**src/rtl/p_hit_feeder.sv**
```systemverilog
`default_nettype none
// ---------------------------------------------------------------------------
// p_hit_feeder : fans each ray/triangle record out to p_hit's four FIFO lanes
// Revision     : 1.0
// ---------------------------------------------------------------------------
module p_hit_feeder #(
  parameter int DATA_WIDTH = 32,
  parameter int LOCKSTEP   = 0,
  parameter int CNT_WIDTH  = 32
) (
  input  logic                           clock,
  input  logic                           reset,
  input  logic signed [3*DATA_WIDTH-1:0] in_tri_normal_1,
  input  logic signed [3*DATA_WIDTH-1:0] in_tri_normal_2,
  input  logic signed [3*DATA_WIDTH-1:0] in_v0,
  input  logic signed [3*DATA_WIDTH-1:0] in_origin,
  input  logic signed [3*DATA_WIDTH-1:0] in_dir,
  input  logic                           in_valid,
  output logic                           in_ready,
  output logic        [3*DATA_WIDTH-1:0] tri_normal_1,
  output logic        [3*DATA_WIDTH-1:0] v0,
  output logic        [3*DATA_WIDTH-1:0] origin_1,
  output logic        [3*DATA_WIDTH-1:0] dir_1,
  output logic        [3*DATA_WIDTH-1:0] tri_normal_2,
  output logic        [3*DATA_WIDTH-1:0] dir_2,
  output logic        [3*DATA_WIDTH-1:0] origin_2,
  output logic        [3:0]              p_hit_wr_en,
  input  logic        [3:0]              p_hit_full,
  output logic        [CNT_WIDTH-1:0]    issued_count,
  output logic        [CNT_WIDTH-1:0]    stall_count
);

  localparam int VW = 3 * DATA_WIDTH;

  logic [VW-1:0]        tn1_q, tn2_q, v0_q, origin_q, dir_q;
  logic [3:0]           pending_q, pending_d;
  logic [3:0]           wr_en;
  logic [3:0]           left_over;
  logic                 accept;
  logic                 issue_done;
  logic                 stalled;
  logic [CNT_WIDTH-1:0] issued_q, issued_d;
  logic [CNT_WIDTH-1:0] stall_q, stall_d;

  // Lockstep waits until every pending lane has room, so all lanes move together.
  generate
    if (LOCKSTEP != 0) begin : g_lockstep
      assign wr_en = ((pending_q & p_hit_full) == 4'b0000) ? pending_q : 4'b0000;
    end else begin : g_independent
      assign wr_en = pending_q & ~p_hit_full;
    end
  endgenerate

  assign left_over  = pending_q & ~wr_en;
  assign in_ready   = (left_over == 4'b0000);
  assign accept     = in_valid && in_ready;
  assign issue_done = (pending_q != 4'b0000) && (left_over == 4'b0000);
  assign stalled    = ((pending_q & p_hit_full) != 4'b0000);

  always_comb begin
    pending_d = left_over;
    issued_d  = issued_q;
    stall_d   = stall_q;
    if (accept) begin
      pending_d = 4'b1111;
    end
    if (issue_done) begin
      issued_d = issued_q + 1'b1;
    end
    if (stalled && (stall_q != {CNT_WIDTH{1'b1}})) begin
      stall_d = stall_q + 1'b1;
    end
  end

  always_ff @(posedge clock or negedge reset) begin
    if (!reset) begin
      pending_q <= 4'b0000;
      issued_q  <= '0;
      stall_q   <= '0;
    end else begin
      pending_q <= pending_d;
      issued_q  <= issued_d;
      stall_q   <= stall_d;
    end
  end

  // Holding register: only loaded on a handshake, stable until fully drained.
  always_ff @(posedge clock or negedge reset) begin
    if (!reset) begin
      tn1_q    <= '0;
      tn2_q    <= '0;
      v0_q     <= '0;
      origin_q <= '0;
      dir_q    <= '0;
    end else if (accept) begin
      tn1_q    <= in_tri_normal_1;
      tn2_q    <= in_tri_normal_2;
      v0_q     <= in_v0;
      origin_q <= in_origin;
      dir_q    <= in_dir;
    end
  end

  assign tri_normal_1 = tn1_q;
  assign v0           = v0_q;
  assign origin_1     = origin_q;
  assign dir_1        = dir_q;
  assign tri_normal_2 = tn2_q;
  assign dir_2        = dir_q;
  assign origin_2     = origin_q;
  assign p_hit_wr_en  = wr_en;
  assign issued_count = issued_q;
  assign stall_count  = stall_q;

endmodule
`default_nettype wire

```
**config.mk**
```make
export PLATFORM = sky130hd
export DESIGN_NAME = p_hit_feeder
export DESIGN_NICKNAME = d
export VERILOG_FILES = /design/src/rtl/p_hit_feeder.sv
export SDC_FILE = /design/constraint.sdc
export NUM_CORES = 1
export LEC_CHECK = 0
export CAP_MARGIN = 30
export CORE_AREA = 2 2 473 475
export CTS_CLUSTER_SIZE = 10
export DETAILED_ROUTE_END_ITERATION = 8
export DIE_AREA = 0 0 475 477
export PLACE_DENSITY = 0.34
export SKIP_LAST_GASP = 1
export SLEW_MARGIN = 40
export SYNTH_ARGS = -nofsm -noshare
export SYNTH_HDL_FRONTEND = slang
export SYNTH_SLANG_ARGS = --single-unit
```
**constraint.sdc**
```tcl
create_clock -name clock -period 2.27 [get_ports clock]
set_input_delay 0.454 -clock clock [delete_from_list [all_inputs] [get_ports clock]]
set_output_delay 0.454 -clock clock [all_outputs]
set_load 0.02 [all_outputs]
```
---- Yosys cells after proc, flatten, opt, wreduce, memory -nomap -nowiden ----
Index checks and enable logic that the tools add are counted.
word-level totals
  bits in registers ....................... 548
  input port bits ......................... 487
  word-level logic and storage cells ...... 23
cells by class
  add/sub/neg operators ................... 2
  equality and inequality tests ........... 1
  muxes and demuxes ....................... 1
  bitwise operators ....................... 5
  reductions and logical operators ........ 6
operators by type and width
  operator                                        number
  adder 32 x 1 -> 32 bit (second input constant)  2
  inequality test 32 bit (second input constant)  1
  bitwise AND 4 bit                               3
  NOT 4 bit                                       2
  nonzero test 4 bit                              2
  zero test 4 bit                                 1
  2-to-1 mux 4 bit                                1
  logical AND 1 bit                               3

---- Longest topological paths before layout ----
  depth in word-level cells ............... 7
  gate-level depth with buffers ........... 7
  depth with buffers taken out ............ 6

---- Worst setup path after synthesis ----
No wires, ideal clock.
  path type ............................... register to register
  start ................................... reg stall_q[0], in the netlist stall_count[0]
  end ..................................... reg stall_q[29], in the netlist stall_count[29]
  library setup time ...................... 0.130 ns
  data arrival time ....................... 1.902 ns
  data required time ...................... 2.140 ns
  setup slack ............................. 0.238 ns
  stages on the path, launching flop included .. 8
  path buffers ............................ 1
  path through ............................ dfrtp_1 -> ha_1 -> nand3_1 -> or4_4 -> o211a_1 -> buf_6 -> nand4_1 -> xnor2_1
between the ends
  cells in the longest elaborated chain, start to end .. 2
  elaborated cells between the ends (all ways) .. 3
  those cells by class .................... add/sub (1); eq/ne (1); reduce/logical (1)
RTL lines
  what                                                            RTL line  RTL
  start, declared                                                 43        logic [CNT_WIDTH-1:0] stall_q, stall_d;
  start signal, assigned                                          83        stall_q <= stall_d;
  branches (longest 2 deep; another with adder 32 x 1 -> 32 bit)  -
Parallel ways; which one is timed is not known.
A chain may end at the register's enable or synchronous reset.

---- Worst setup path in the final report ----
  start ................................... reg origin_q[3], in the netlist origin_1[3]
  end ..................................... out origin_2[3]
RTL lines
  what                    RTL line  RTL
  start, declared         35        logic [VW-1:0] tn1_q, tn2_q, v0_q, origin_q, dir_q;
  start signal, assigned  99        origin_q <= in_origin;
  end, declared           26        output logic [3*DATA_WIDTH-1:0] origin_2,
No word-level cell between the ends.

==> key figures <==
Run status
  • Run status: finished clean

Hold path
  • Tightest Hold Check Type: input port to asynchronous set/reset pin

Timing
  • Final Hold Viols: 0
  • Hold_ws: ~280 ps
  • Fmax: ~0.46 GHz
  • Least-Margin Pin Slew: around 580 ps
  • Minimum clock period after layout: between 2000 and 2500 ps
  • Worst clock skew: between 30 and 40 ps
  • Relative slew slack: 0.6170
  • Final worst-path cycle share: 0.9569
  • Max Slew Vio Count: 0
  • PnR worst setup slack: 97.93 ps
  • Final setup viols: 0
  • Setup TNS: 0 ps

Power and ir drop
  • VDD IR max: between 500 and 600 uV
  • Pwr per Cell Area: 1438 nW/um^2
  • Pleak: 16.40 nW
  • Tot Pwr: between 50 and 60 mW

Global routing
  • GR Util All Layers: 0.1115
  • Largest net degree at the start of global routing: between 50 and 60
  • GRT overflow: 0
  • First-pass GRT wire length: between 150 and 200 mm
  • Number of global-route vias before repair: about 18000
  • Initial antenna violation count: 23

Worst setup path
  • Critical path capture point type: output port
  • CP max stage delay: roughly 640 ps
  • Buffers & Inverters on Critical Path: 1
  • Kind of critical path: flop to output port
  • Crit Reg-Reg Startpoint: pending_q[3]
  • R2R Setup Slk: about 220 ps
  • Slowest-stage cell, CP: clkdlybuf4s50_1
  • R2r endpoint: dir_1[25]
  • Reg2reg path depth: 8
  • CP max FO: 3
  • CP delay by family, top: buffers and inverters
  • CP startpoint kind: flop
  • Worst EP arrival: roughly 1700 ps
  • Worst-path cell chain: clkdlybuf4s50_1
  • CP required: roughly 1800 ps

Final layout
  • Share of layout cells above drive strength 1: 0.2685
  • Syn-to-layout area delta: 78.72%
  • Final nets: 3144
  • Post-route insts no fill: 5705
  • Final instance area: around 40000 sq um
  • Post-layout util: 0.1798

Floorplanning
  • Die width: around 480 um
  • I/O Pins: ~1200
  • Die Ht: 477 um
  • Initial Utilization: 0.1006
  • # rows: between 150 and 200
  • Core area: 221400 sq um
  • Die area: 226600 sq um

Place
  • DPL Wire Length: between 100 and 150 mm
  • Port bufs: ~1200
  • Placer Congestion: around 0.83
  • Post-Place Worst Slack: -217.2 ps
  • Dpl cell area: about 38000 sq um
  • Placed cells: about 5600

Clocking
  • Num Clock Sinks: 548
  • Root Buffer: clkbuf_16
  • Clk pin slew, worst setup/hold paths: approximately 50 ps
  • CTS Buf Count: 75
  • H-tree depth: 3
  • CTS tree: yes
  • Max clock buf depth: 3
  • Clock Latency Late Sink: between 600 and 700 ps

Job
  • Max cap viols: 0

Yosys
  • Synth Warn #: 0
  • Predominant post-synthesis flop cell: dfrtp_1
  • Syn nets: roughly 2000
  • Post-synth ARST share: 1.000
  • #FFs+latches synth: 548
  • Avg Inst Size Synth: roughly 15 sq um
  • Distinct cells, synth: 42
  • Netlist Area Pre-Place: about 22000 sq um
  • Cells after Synth: roughly 1500
  • Number of synthesized flops with an enable pin: 0
  • Sequential area share after synthesis: 0.6156

Route
  • Iter 0 DRT Violations: roughly 560
  • Routed wire per std cell: 22.70 um
  • Number of remaining DRC errors: 0
  • Routed WL: roughly 130 mm
  • Vias: roughly 17000
  • Avg Vias per Cell: just under 3
  • DR pass1 iterations: 4
  • DRT antenna net count: 0
## logic make-up (layout without fill, tap and decap cells)
logic type | count (synthesis) | after routing | share of synthesized area
muxes | 482 | 482 | 0.2436
other | 0 | 19 | 0
buffers and inverters | 252 | 1472 | 0.07818
DFF | 548 | 548 | 0.6156
adders and majority gates | 2 | 2 | 0.001123
AOI/OAI and AO/OA | 17 | 17 | 0.006740
and+or+nand+nor | 132 | 132 | 0.03196
xor gates and xnor gates | 58 | 58 | 0.02280
## cells in the mapped netlist (3+ instances only)
cell type	number	area, sq um
nand3_1	28	140.1
nor4_1	4	25.02
nand2_1	32	120.1
and3_1	10	62.56
mux2_1	45	506.7
nor2_1	15	56.30
xnor2_1	46	402.9
buf_2	54	270.3
nand4_1	18	112.6
mux2_2	437	4921
nor3_1	4	20.02
clkbuf_1	3	11.26
dfrtp_1	548	13710
xor2_1	12	105.1
nor2b_1	4	25.02
buf_4	192	1441
and4_1	7	61.31
## sequential cells by signal, indices dropped and copies added, names as in the netlist
name / cells
origin_1: 96
v0: 96
stall_count: 32
tri_normal_1: 96
dir_1: 96
tri_normal_2: 96
issued_count: 32
pending_q: 4
## layout make-up
| cell class | instances | area, sq um |
|---|---|---|
| Inverter | 2 | 7.507 |
| Sequential cell | 548 | 13750 |
| Clock inverter | 14 | 141.4 |
| Tap cell | 2975 | 3722 |
| Timing Repair Buffer | 1337 | 12950 |
| Multi-Input combinational cell | 691 | 6852 |
| Fill cell | 24350 | 181600 |
| Antenna cell | 19 | 47.55 |
| Clock buffer | 119 | 2346 |
## layout by cell type (no fill, tap or decap), drive strengths merged
cell	count
o211ai	1
or4	2
clkdlybuf4s15	1
inv	3
nand4	19
mux2	482
nor4	4
bufinv	1
a22o	2
dlygate4sd3	1
o2111ai	1
nand2	33
xnor2	46
o211a	1
a41oi	2
nor2b	4
and3	11
buf	133
a211oi	2
nor2	15
a22oi	2
dlymetal6s2s	24
clkdlybuf4s50	859
o41ai	1
o21ai	1
nor3b	1
nor3	4
dfrtp	548
diode	19
clkinvlp	2
clkinv	10
a21oi	2
a31oi	2
ha	2
xor2	12
clkbuf	120
and4	8
dlygate4sd2	318
or3	2
nand3	29
## where the power goes
part / total (mW) / internal, mW / leakage, nW / switching, mW
registers: 18.2 / 14.0 / 6.48 / 4.20
logic: 27.0 / 12.4 / 8.70 / 14.6
clock network: 12.0 / 7.18 / 1.22 / 4.84
total: 57.3 / 33.7 / 16.4 / 23.6
## per-layer routing
layer  part of all wire  track usage
met2               0.48       0.1865
met5                  0            0
met1               0.39       0.1283
met3              0.095      0.04537
met4              0.032      0.03587
## repair_timing
item                                   4_1_cts  5_1_grt
endpoints found under the hold margin       21        0
resized for setup                          346       28
cloned                                       0        0
setup endpoints to repair                  325       26
hold buffers                                 1        0
buffers inserted                             0        1
## worst max path at each step
stage / start / endpoint / slack, ps / depth (start not counted)
after CTS: pending_q[3] / in_ready / -230 / 4
after global routing: origin_1[86] / origin_1[86] / -2 / 1
final: origin_1[3] / origin_2[3] / 100 / 1
after detailed placement: p_hit_full[1] / issued_count[19] / -220 / 8
after floorplan: stall_count[0] / stall_count[29] / 240 / 7
after global placement: p_hit_full[1] / issued_count[19] / -260 / 8
(Power assumes the default switching activity.)
